File: config.mk
export PLATFORM = sky130hd
export DESIGN_NAME = pipelined_adder_n
export DESIGN_NICKNAME = d
export VERILOG_FILES = /design/src/rtl/pipelined_adder_pkg.sv /design/src/rtl/adder_slice.sv /design/src/rtl/pipelined_adder_n.sv
export SDC_FILE = /design/constraint.sdc
export NUM_CORES = 1
export LEC_CHECK = 0
export ABC_AREA = 1
export ABC_CLOCK_PERIOD_IN_PS = 5350
export CORE_MARGIN = 1
export CORE_UTILIZATION = 35
export DETAILED_ROUTE_END_ITERATION = 10
export GPL_ROUTABILITY_DRIVEN = 0
export GPL_TIMING_DRIVEN = 0
export PLACE_DENSITY = 0.64
export REMOVE_ABC_BUFFERS = 1
export SLEW_MARGIN = 20
export SYNTH_ARGS = -nofsm -noshare
export SYNTH_HDL_FRONTEND = slang
export SYNTH_SLANG_ARGS = --single-unit
File: constraint.sdc
create_clock -name clk -period 5.35 [get_ports clk]
set_input_delay 1.07 -clock clk [delete_from_list [all_inputs] [get_ports clk]]
set_output_delay 1.07 -clock clk [all_outputs]
set_load 0.05 [all_outputs]
File: src/rtl/pipelined_adder_pkg.sv
// Shared definitions for the pipelined add/subtract unit: mode encoding and slice sizing.
package pipelined_adder_pkg;

    localparam logic MODE_ADD = 1'b0;
    localparam logic MODE_SUB = 1'b1;

    // Bits per pipeline stage; 0 flags an illegal WIDTH/STAGES combination.
    function automatic int unsigned slice_w(input int unsigned width, input int unsigned stages);
        if (stages == 0 || stages > width || (width % stages) != 0) begin
            return 0;
        end
        return width / stages;
    endfunction

endpackage

File: src/rtl/adder_slice.sv
// Combinational SLICE-bit ripple adder; also exposes the carry into its MSB for overflow detection.
module adder_slice #(
    parameter int unsigned SLICE = 4
) (
    input  logic [SLICE-1:0] a_i,
    input  logic [SLICE-1:0] b_i,
    input  logic             ci_i,
    output logic [SLICE-1:0] s_o,
    output logic             co_o,
    output logic             c_msb_o
);
    logic [SLICE:0] c;

    always_comb begin
        c    = '0;
        s_o  = '0;
        c[0] = ci_i;
        for (int unsigned i = 0; i < SLICE; i++) begin
            s_o[i]  = a_i[i] ^ b_i[i] ^ c[i];
            c[i+1]  = (a_i[i] & b_i[i]) | (c[i] & (a_i[i] ^ b_i[i]));
        end
    end

    assign co_o    = c[SLICE];
    assign c_msb_o = c[SLICE-1];

endmodule

File: src/rtl/pipelined_adder_n.sv
// Pipelined N-bit add/subtract: one operand slice per stage, carry registered between stages,
// global-stall valid/ready handshake on both sides.
module pipelined_adder_n
    import pipelined_adder_pkg::*;
#(
    parameter int unsigned WIDTH  = 16,
    parameter int unsigned STAGES = 4
) (
    input  logic             clk,
    input  logic             rst_n,
    input  logic             in_valid,
    output logic             in_ready,
    input  logic [WIDTH-1:0] a,
    input  logic [WIDTH-1:0] b,
    input  logic             cin,
    input  logic             sub,
    output logic             out_valid,
    input  logic             out_ready,
    output logic [WIDTH-1:0] sum,
    output logic             cout,
    output logic             ovf
);
    localparam int unsigned SLICE_RAW = slice_w(WIDTH, STAGES);
    localparam int unsigned SLICE     = (SLICE_RAW == 0) ? 1 : SLICE_RAW;
    localparam int unsigned LAST      = STAGES - 1;

    if (SLICE_RAW == 0) begin : g_param_check
        $error("pipelined_adder_n: need 1 <= STAGES <= WIDTH and WIDTH %% STAGES == 0 (WIDTH=%0d STAGES=%0d)",
               WIDTH, STAGES);
    end

    logic             adv;
    logic [WIDTH-1:0] b_eff;
    logic             c0;

    // Each stage carries the full operands forward (skew) and the growing low sum (deskew).
    logic [WIDTH-1:0]  a_q [STAGES];
    logic [WIDTH-1:0]  a_d [STAGES];
    logic [WIDTH-1:0]  b_q [STAGES];
    logic [WIDTH-1:0]  b_d [STAGES];
    logic [WIDTH-1:0]  s_q [STAGES];
    logic [WIDTH-1:0]  s_d [STAGES];
    logic [STAGES-1:0] vld_q, vld_d;
    logic [STAGES-1:0] c_q, c_d;
    logic              ovf_q, ovf_d;

    logic [WIDTH-1:0]  a_in [STAGES];
    logic [WIDTH-1:0]  b_in [STAGES];
    logic [WIDTH-1:0]  s_in [STAGES];
    logic [STAGES-1:0] c_in, v_in;

    logic [SLICE-1:0]  slice_s [STAGES];
    logic [STAGES-1:0] slice_co, slice_cm;
    logic              unused_bits;

    // Stage inputs: stage 0 sees prepared operands, later stages see the previous stage register.
    always_comb begin
        adv     = !vld_q[LAST] || out_ready;
        b_eff   = (sub == MODE_ADD) ? b : ~b;
        c0      = (sub == MODE_SUB) ? 1'b1 : cin;
        a_in[0] = a;
        b_in[0] = b_eff;
        s_in[0] = '0;
        c_in[0] = c0;
        v_in[0] = in_valid;
        for (int unsigned k = 1; k < STAGES; k++) begin
            a_in[k] = a_q[k-1];
            b_in[k] = b_q[k-1];
            s_in[k] = s_q[k-1];
            c_in[k] = c_q[k-1];
            v_in[k] = vld_q[k-1];
        end
    end

    for (genvar k = 0; k < STAGES; k++) begin : g_slice
        adder_slice #(
            .SLICE(SLICE)
        ) u_slice (
            .a_i    (a_in[k][k*SLICE +: SLICE]),
            .b_i    (b_in[k][k*SLICE +: SLICE]),
            .ci_i   (c_in[k]),
            .s_o    (slice_s[k]),
            .co_o   (slice_co[k]),
            .c_msb_o(slice_cm[k])
        );
    end

    // Global stall: every stage shifts together or holds; data only loads behind a valid beat.
    always_comb begin
        vld_d = vld_q;
        c_d   = c_q;
        ovf_d = ovf_q;
        for (int unsigned k = 0; k < STAGES; k++) begin
            a_d[k] = a_q[k];
            b_d[k] = b_q[k];
            s_d[k] = s_q[k];
        end
        if (adv) begin
            vld_d = v_in;
            for (int unsigned k = 0; k < STAGES; k++) begin
                if (v_in[k]) begin
                    a_d[k]                   = a_in[k];
                    b_d[k]                   = b_in[k];
                    s_d[k]                   = s_in[k];
                    s_d[k][k*SLICE +: SLICE] = slice_s[k];
                    c_d[k]                   = slice_co[k];
                end
            end
            if (v_in[LAST]) begin
                ovf_d = slice_co[LAST] ^ slice_cm[LAST];
            end
        end
    end

    always_ff @(posedge clk or negedge rst_n) begin
        if (!rst_n) begin
            vld_q <= '0;
            c_q   <= '0;
            ovf_q <= 1'b0;
            for (int unsigned k = 0; k < STAGES; k++) begin
                a_q[k] <= '0;
                b_q[k] <= '0;
                s_q[k] <= '0;
            end
        end else begin
            vld_q <= vld_d;
            c_q   <= c_d;
            ovf_q <= ovf_d;
            for (int unsigned k = 0; k < STAGES; k++) begin
                a_q[k] <= a_d[k];
                b_q[k] <= b_d[k];
                s_q[k] <= s_d[k];
            end
        end
    end

    // Last-stage operand copies and non-MSB slice carries have no consumer.
    assign unused_bits = ^{slice_cm, a_q[LAST], b_q[LAST]};

    assign in_ready  = adv;
    assign out_valid = vld_q[LAST];
    assign sum       = s_q[LAST];
    assign cout      = c_q[LAST];
    assign ovf       = ovf_q;

endmodule

==> impl_metrics.csv, run 1 <==
group,metric,value,unit
timing,fmax,231.6,MHz
grt,grt_pass1_vias,3246,
grt,overflow,0,
power_and_ir_drop,leakage,2.884,nW
synth,synth-adder-area-share,0.07103,
final_layout,fin_nets,615,
final_layout,syn2layout_area_growth,21.56,%
timing,timing.final.crit_share,0.8071,
min_path,hold_start,"b_in[15]",
placement,hpwl,5592,um
clocking,cts_inserted_buffers,9,
clocking,cts-resized-gates,0,
flow_run,cap_violations,0,
die,pin_count,58,
setup_path,r2r_slack,2.92,ns
timing,slew_violations,0,
grt,antenna_found_initial,0,
route,drtIter0Drc,190,
route,drc,0,
setup_path,rr_endpoint,"b_in[40]",
route,dr_total_vias,3216,
die,die_w,115.5,um
die,rows,41,
synth,syn-cell-area,4509,um2
synth,synthCells,522,
die,core_area,12570,um2
min_path,holdPathStages,2,
clocking,clk_path_buf_depth,2,
placement,place_inst,722,
clocking,post_cts_buffers,0,
final_layout,drive_above_1_share,0.03540,
synth,synth_xor_area_frac,0.007769,
clocking,htree_levels,3,
run_status,status,"finished, final reports clean",
clocking,path_clk_slew,0.06,ns
timing,tightestPinTransition,0.9424,ns
route,first_pass_iters,4,
timing,fin_crit,4.318,ns
synth,synthMuxAreaShare,0,
setup_path,criticalPathCategory,"in -> out",
timing,setup_viol,0,
setup_path,crit_fanout,87,
synth,avgSynthCellArea,8.639,um2
grt,grt_pass1_wl,14950,um
timing,rsz0062_at_grt,"false",
final_layout,n_antenna_cell,0,
timing,final_hold_viol_count,0,
timing,fin_setup_tns,0,ns
synth,ys_seq_elements,97,
final_layout,layoutNonFillerInstCount,737,
clocking,clk_latency,0.34,ns
synth,synth_simple_gate_area_share,0.3038,
power_and_ir_drop,ir_worst_vdd,0.0001859,V
die,die_height,115.5,um
min_path,hold_path.class,"reg -> reg",
setup_path,rr_worst_depth,4,
setup_path,startpoint,"out_ready",
route,vias_per_cell,4.364,
synth,synth_compound_area_frac,0.003330,
clocking,root_buffer,"clkbuf_16",
setup_path,crit_required,4.28,ns
synth,ys.warnings.count,0,
setup_path,cp_data_arrival_time,3.25,ns
grt,grt_use_total,0.1417,
grt,grt_max_degree,88,
timing,relSlewSlack,0.3702,
synth,synth_top_family_by_area,"simple AND/OR/NAND/NOR gates",
setup_path,rr_startpoint,"vld_q[3]",
route,postRouteAntennaNets,0,
clocking,clock-sinks,97,
final_layout,fin_area,5482,um2
route,wl_per_cell,11.13,um
power_and_ir_drop,power_density,553.6,nW/um2
setup_path,endpoint,"in_ready",
setup_path,start_kind,"input port",
die,dieArea,13340,um2
clocking,cts_tree,"built",
setup_path,crit_path_end_kind,"output pin",
placement,portBuffers,57,
route,drt-total-wl,8206,um
timing,fin_worst_skew,0.005489,ns
clocking,postCtsHoldBufs,0,
die,start_util,0.3588,
placement,dpl_cell_area,5149,um2
power_and_ir_drop,power,0.003034,W
synth,synth_seq_area_share,0.5383,
synth,synth.distinct_cells,17,
-- critical path, cell delays in order --
cell             delay [ns]
clkdlybuf4s50_1        0.46
inv_1                  0.12
nand2_4                0.65
clkdlybuf4s50_1        0.94
-- kinds of logic (layout without fill, tap and decap cells) --
| family | after synthesis | in the layout |
|---|---|---|
| fa+ha+maj | 16 | 16 |
| xor+xnor | 4 | 4 |
| compound gates | 3 | 3 |
| simple gates | 329 | 329 |
| buf+inv | 73 | 116 |
| flops | 97 | 97 |
-- cells in the final DEF (no fill, tap or decap), types with 3 or more instances in the layout --
cell             instances
bufinv_16                3
clkbuf_16                9
clkdlybuf4s50_1         56
nand3b_1                10
nand3_1                 72
fa_1                    16
dfrtp_1                 97
inv_1                   43
nand2_1                243
-- synthesized netlist by cell type --
cell type,n,area share
a21oi_1,2,0.0022
dfrtp_1,97,0.54
inv_1,43,0.036
nand2_2,3,0.0042
nor2_1,1,0.00083
buf_4,12,0.020
buf_1,3,0.0025
clkbuf_1,2,0.0017
o21ai_0,1,0.0011
xor2_1,2,0.0039
xnor2_1,2,0.0039
nand3_1,72,0.080
nand3b_1,10,0.017
fa_1,16,0.071
buf_6,1,0.0025
nand2_1,243,0.20
buf_2,12,0.013
-- power by group --
group | internal [W] | switching, W | total, W
registers | 0.00103 | 0.000225 | 0.00125
clock network | 0.000452 | 0.000263 | 0.000716
logic | 0.000392 | 0.000675 | 0.00107
-- flip-flops by register name (all words and copies together) (netlist names) --
name   cells
vld_q      4
c_q        4
s_in      24
ovf        1
a_in      24
b_in      24
sum       16
-- per-layer routing --
metal	wire length (um)	global-route usage
met4	113	0.04935
met1	4132	0.1936
met5	0	0
met3	307	0.03295
met2	3653	0.2216
-- final cells by class --
| class | count | area (um2) |
|---|---|---|
| tap | 172 | 215.2 |
| multi-input combinational | 352 | 1745 |
| timing repair buffer | 58 | 599.3 |
| fill | 1272 | 7087 |
| clock buffer | 9 | 225.2 |
| sequential | 97 | 2427 |
| clock inverter | 6 | 107.6 |
| inverter | 43 | 161.4 |
-- stage by stage --
step / util / setup WS (ns) / hold slack (ns)
finish: 0.4361 / 1.032 / 0.4718
global route: 0.4361 / 0.9009 / 0.4892
CTS: 0.4361 / 1.015 / 0.4743
detailed placement: 0.4097 / 1.020 / 0.4581
global placement: 0.4070 / -0.1797 / 0.4533
floorplan: - / 2.146 / 0.4419
-- worst min-delay path by stage --
| stage | end | slack [ns] |
|---|---|---|
| 2_1_floorplan | a_in[13] | 0.44 |
| 4_1_cts | b_in[13] | 0.47 |
| 3_3_place_gp | a_in[39] | 0.45 |
| 5_1_grt | s_in[8] | 0.49 |
| 3_5_place_dp | b_in[13] | 0.46 |
| 6_report | b_in[15] | 0.47 |
No activity file was read; power rests on OpenSTA's default activity.
==> inputs of run 2 (changes only) <==
--- a/config.mk
+++ b/config.mk
@@ -6,7 +6,7 @@
 export NUM_CORES = 1
 export LEC_CHECK = 0
 export ABC_AREA = 1
-export ABC_CLOCK_PERIOD_IN_PS = 5350
+export ABC_CLOCK_PERIOD_IN_PS = 4400
 export CORE_MARGIN = 1
 export CORE_UTILIZATION = 35
 export DETAILED_ROUTE_END_ITERATION = 10
==> constraint.sdc (replaced) <==
create_clock -name clk -period 4.4 [get_ports clk]
set_input_delay 0.88 -clock clk [delete_from_list [all_inputs] [get_ports clk]]
set_output_delay 0.88 -clock clk [all_outputs]
set_load 0.05 [all_outputs]
==> results of run 2 <==
Same layout as run 1 (identical final DEF). Status: finished, final reports clean.
Main changes from that run: setup slack after placement 1.020 ns -> 0.4495 ns; setup slack after layout 1.032 ns -> 0.4620 ns; hold slack 0.4718 ns -> 0.4021 ns; register-to-register setup slack 2.92 ns -> 1.97 ns; total power 0.003034 W -> 0.003690 W; worst IR drop on VDD 0.0001859 V -> 0.0002261 V
==> inputs of run 3 (changes only) <==
--- a/config.mk
+++ b/config.mk
@@ -10,9 +10,10 @@
 export CORE_MARGIN = 1
 export CORE_UTILIZATION = 35
 export DETAILED_ROUTE_END_ITERATION = 10
+export DONT_BUFFER_PORTS = 1
 export GPL_ROUTABILITY_DRIVEN = 0
 export GPL_TIMING_DRIVEN = 0
-export PLACE_DENSITY = 0.64
+export PLACE_DENSITY = 0.58
 export REMOVE_ABC_BUFFERS = 1
 export SLEW_MARGIN = 20
 export SYNTH_ARGS = -nofsm -noshare
==> run 3 against run 2 <==
Against the previous run:
- flip-flop and latch count unchanged
- die area did not move
- setup slack improved by 1.4 ns
- largest cell class unchanged
==> impl_metrics.csv, run 3 (synthesis gave the netlist of run 1 again) <==
group,metric,value,unit
run_status,status,"finished, final reports clean",
grt,grt_max_degree,98,
clocking,clk_path_buf_depth,2,
final_layout,layoutNonFillerInstCount,680,
clocking,root_buffer,"clkbuf_16",
timing,fin_crit,2.559,ns
clocking,postCtsHoldBufs,0,
grt,antenna_found_initial,0,
min_path,hold_path.class,"in -> async",
route,drtIter0Drc,203,
final_layout,n_antenna_cell,0,
timing,timing.final.crit_share,0.5816,
timing,setup_viol,0,
timing,fin_setup_tns,0,ns
die,start_util,0.3588,
route,postRouteAntennaNets,0,
clocking,path_clk_slew,0.07,ns
grt,grt_pass1_vias,2888,
timing,tightestPinTransition,0.9239,ns
final_layout,drive_above_1_share,0.03346,
final_layout,final_common_cell,"nand2_1",
placement,dpl_cell_area,4577,um2
final_layout,final_cell_mix,"nand2_1, dfrtp_1, nand3_1",
setup_path,cp_data_arrival_time,2.84,ns
die,dieArea,13340,um2
route,dr_total_vias,2958,
grt,grt_pass1_wl,14300,um
clocking,cts_tree,"built",
setup_path,criticalPathCategory,"reg -> reg",
die,pin_count,58,
setup_path,crit_fanout,66,
route,vias_per_cell,4.350,
grt,overflow,0,
grt,grt_use_total,0.1364,
final_layout,syn2layout_area_growth,7.575,%
setup_path,crit_path_end_kind,"flop",
power_and_ir_drop,leakage,2.639,nW
setup_path,startpoint,"vld_q[3]",
placement,place_inst,665,
die,die_w,115.5,um
placement,hpwl,5488,um
power_and_ir_drop,ir_worst_vdd,0.0002198,V
clocking,post_cts_buffers,0,
die,rows,41,
final_layout,fin_nets,558,
timing,fin_worst_skew,0.009379,ns
die,die_height,115.5,um
route,drc,0,
timing,fin_hold_ws,0.2346,ns
clocking,cts_inserted_buffers,9,
final_layout,fin_area,4851,um2
flow_run,cap_violations,0,
timing,slew_violations,0,
clocking,htree_levels,3,
clocking,clk_latency,0.34,ns
timing,final_hold_viol_count,0,
clocking,clock-sinks,97,
power_and_ir_drop,power,0.003339,W
die,core_area,12570,um2
route,drt-total-wl,7912,um
timing,fmax,390.8,MHz
clocking,cts-resized-gates,0,
setup_path,rr_startpoint,"vld_q[3]",
route,wl_per_cell,11.64,um
timing,rsz0062_at_grt,"false",
placement,portBuffers,0,
setup_path,crit_required,4.68,ns
route,first_pass_iters,4,
timing,relSlewSlack,0.3826,
setup_path,start_kind,"flop",
power_and_ir_drop,power_density,688.3,nW/um2
-- run 3: final cells by class --
cell class	instances	area, um2
Clock buffer	13	260.3
Fill cell	1258	7717
Multi-Input combinational cell	352	1745
Tap cell	172	215.2
Inverter	43	161.4
Sequential cell	97	2427
Timing Repair Buffer	1	27.53
Clock inverter	2	13.76
-- run 3: through the flow --
step           setup WS [ns]    util
2_1_floorplan          1.386       -
3_3_place_gp          0.5832  0.3616
3_5_place_dp           1.619  0.3642
4_1_cts                1.795  0.3860
5_1_grt                1.551  0.3860
6_report               1.841  0.3860
-- run 3: path summary, 6_finish.rpt --
path | endpoint | slack, ns | depth (start not counted)
worst max-delay path | b_in[44] | 1.84 | 5
worst min-delay path | a_in[26] | 0.23 | 0
worst max register to register | b_in[44] | 1.84 | 5
worst min register to register | b_in[28] | 0.47 | 2
max in group asynchronous | s_in[4] | 4.01 | 0
min in group clk | b_in[28] | 0.47 | 2
-- run 3: per-layer routing --
layer / vias up / global-route usage / part of all wire
met3: 9 / 0.04603 / 0.056
met2: 50 / 0.1992 / 0.45
li1: 1563 / - / -
met5: - / 0 / 0
met1: 1336 / 0.1880 / 0.48
met4: 0 / 0.05022 / 0.018
-- run 3: where the power goes --
group	switching (W)	total [W]	leakage (nW)	internal, W
clock network	0.000310	0.000721	0.136	0.000411
logic	0.000483	0.000816	1.28	0.000333
registers	0.000558	0.00180	1.22	0.00124
-- run 3: critical path, stage by stage (launching register included) --
cell and delay (ns):
dfrtp_1 0.79, nand2_4 0.39, buf_16 0.33, nand2_1 0.71
nand2_1 0.13, nand2_1 0.11
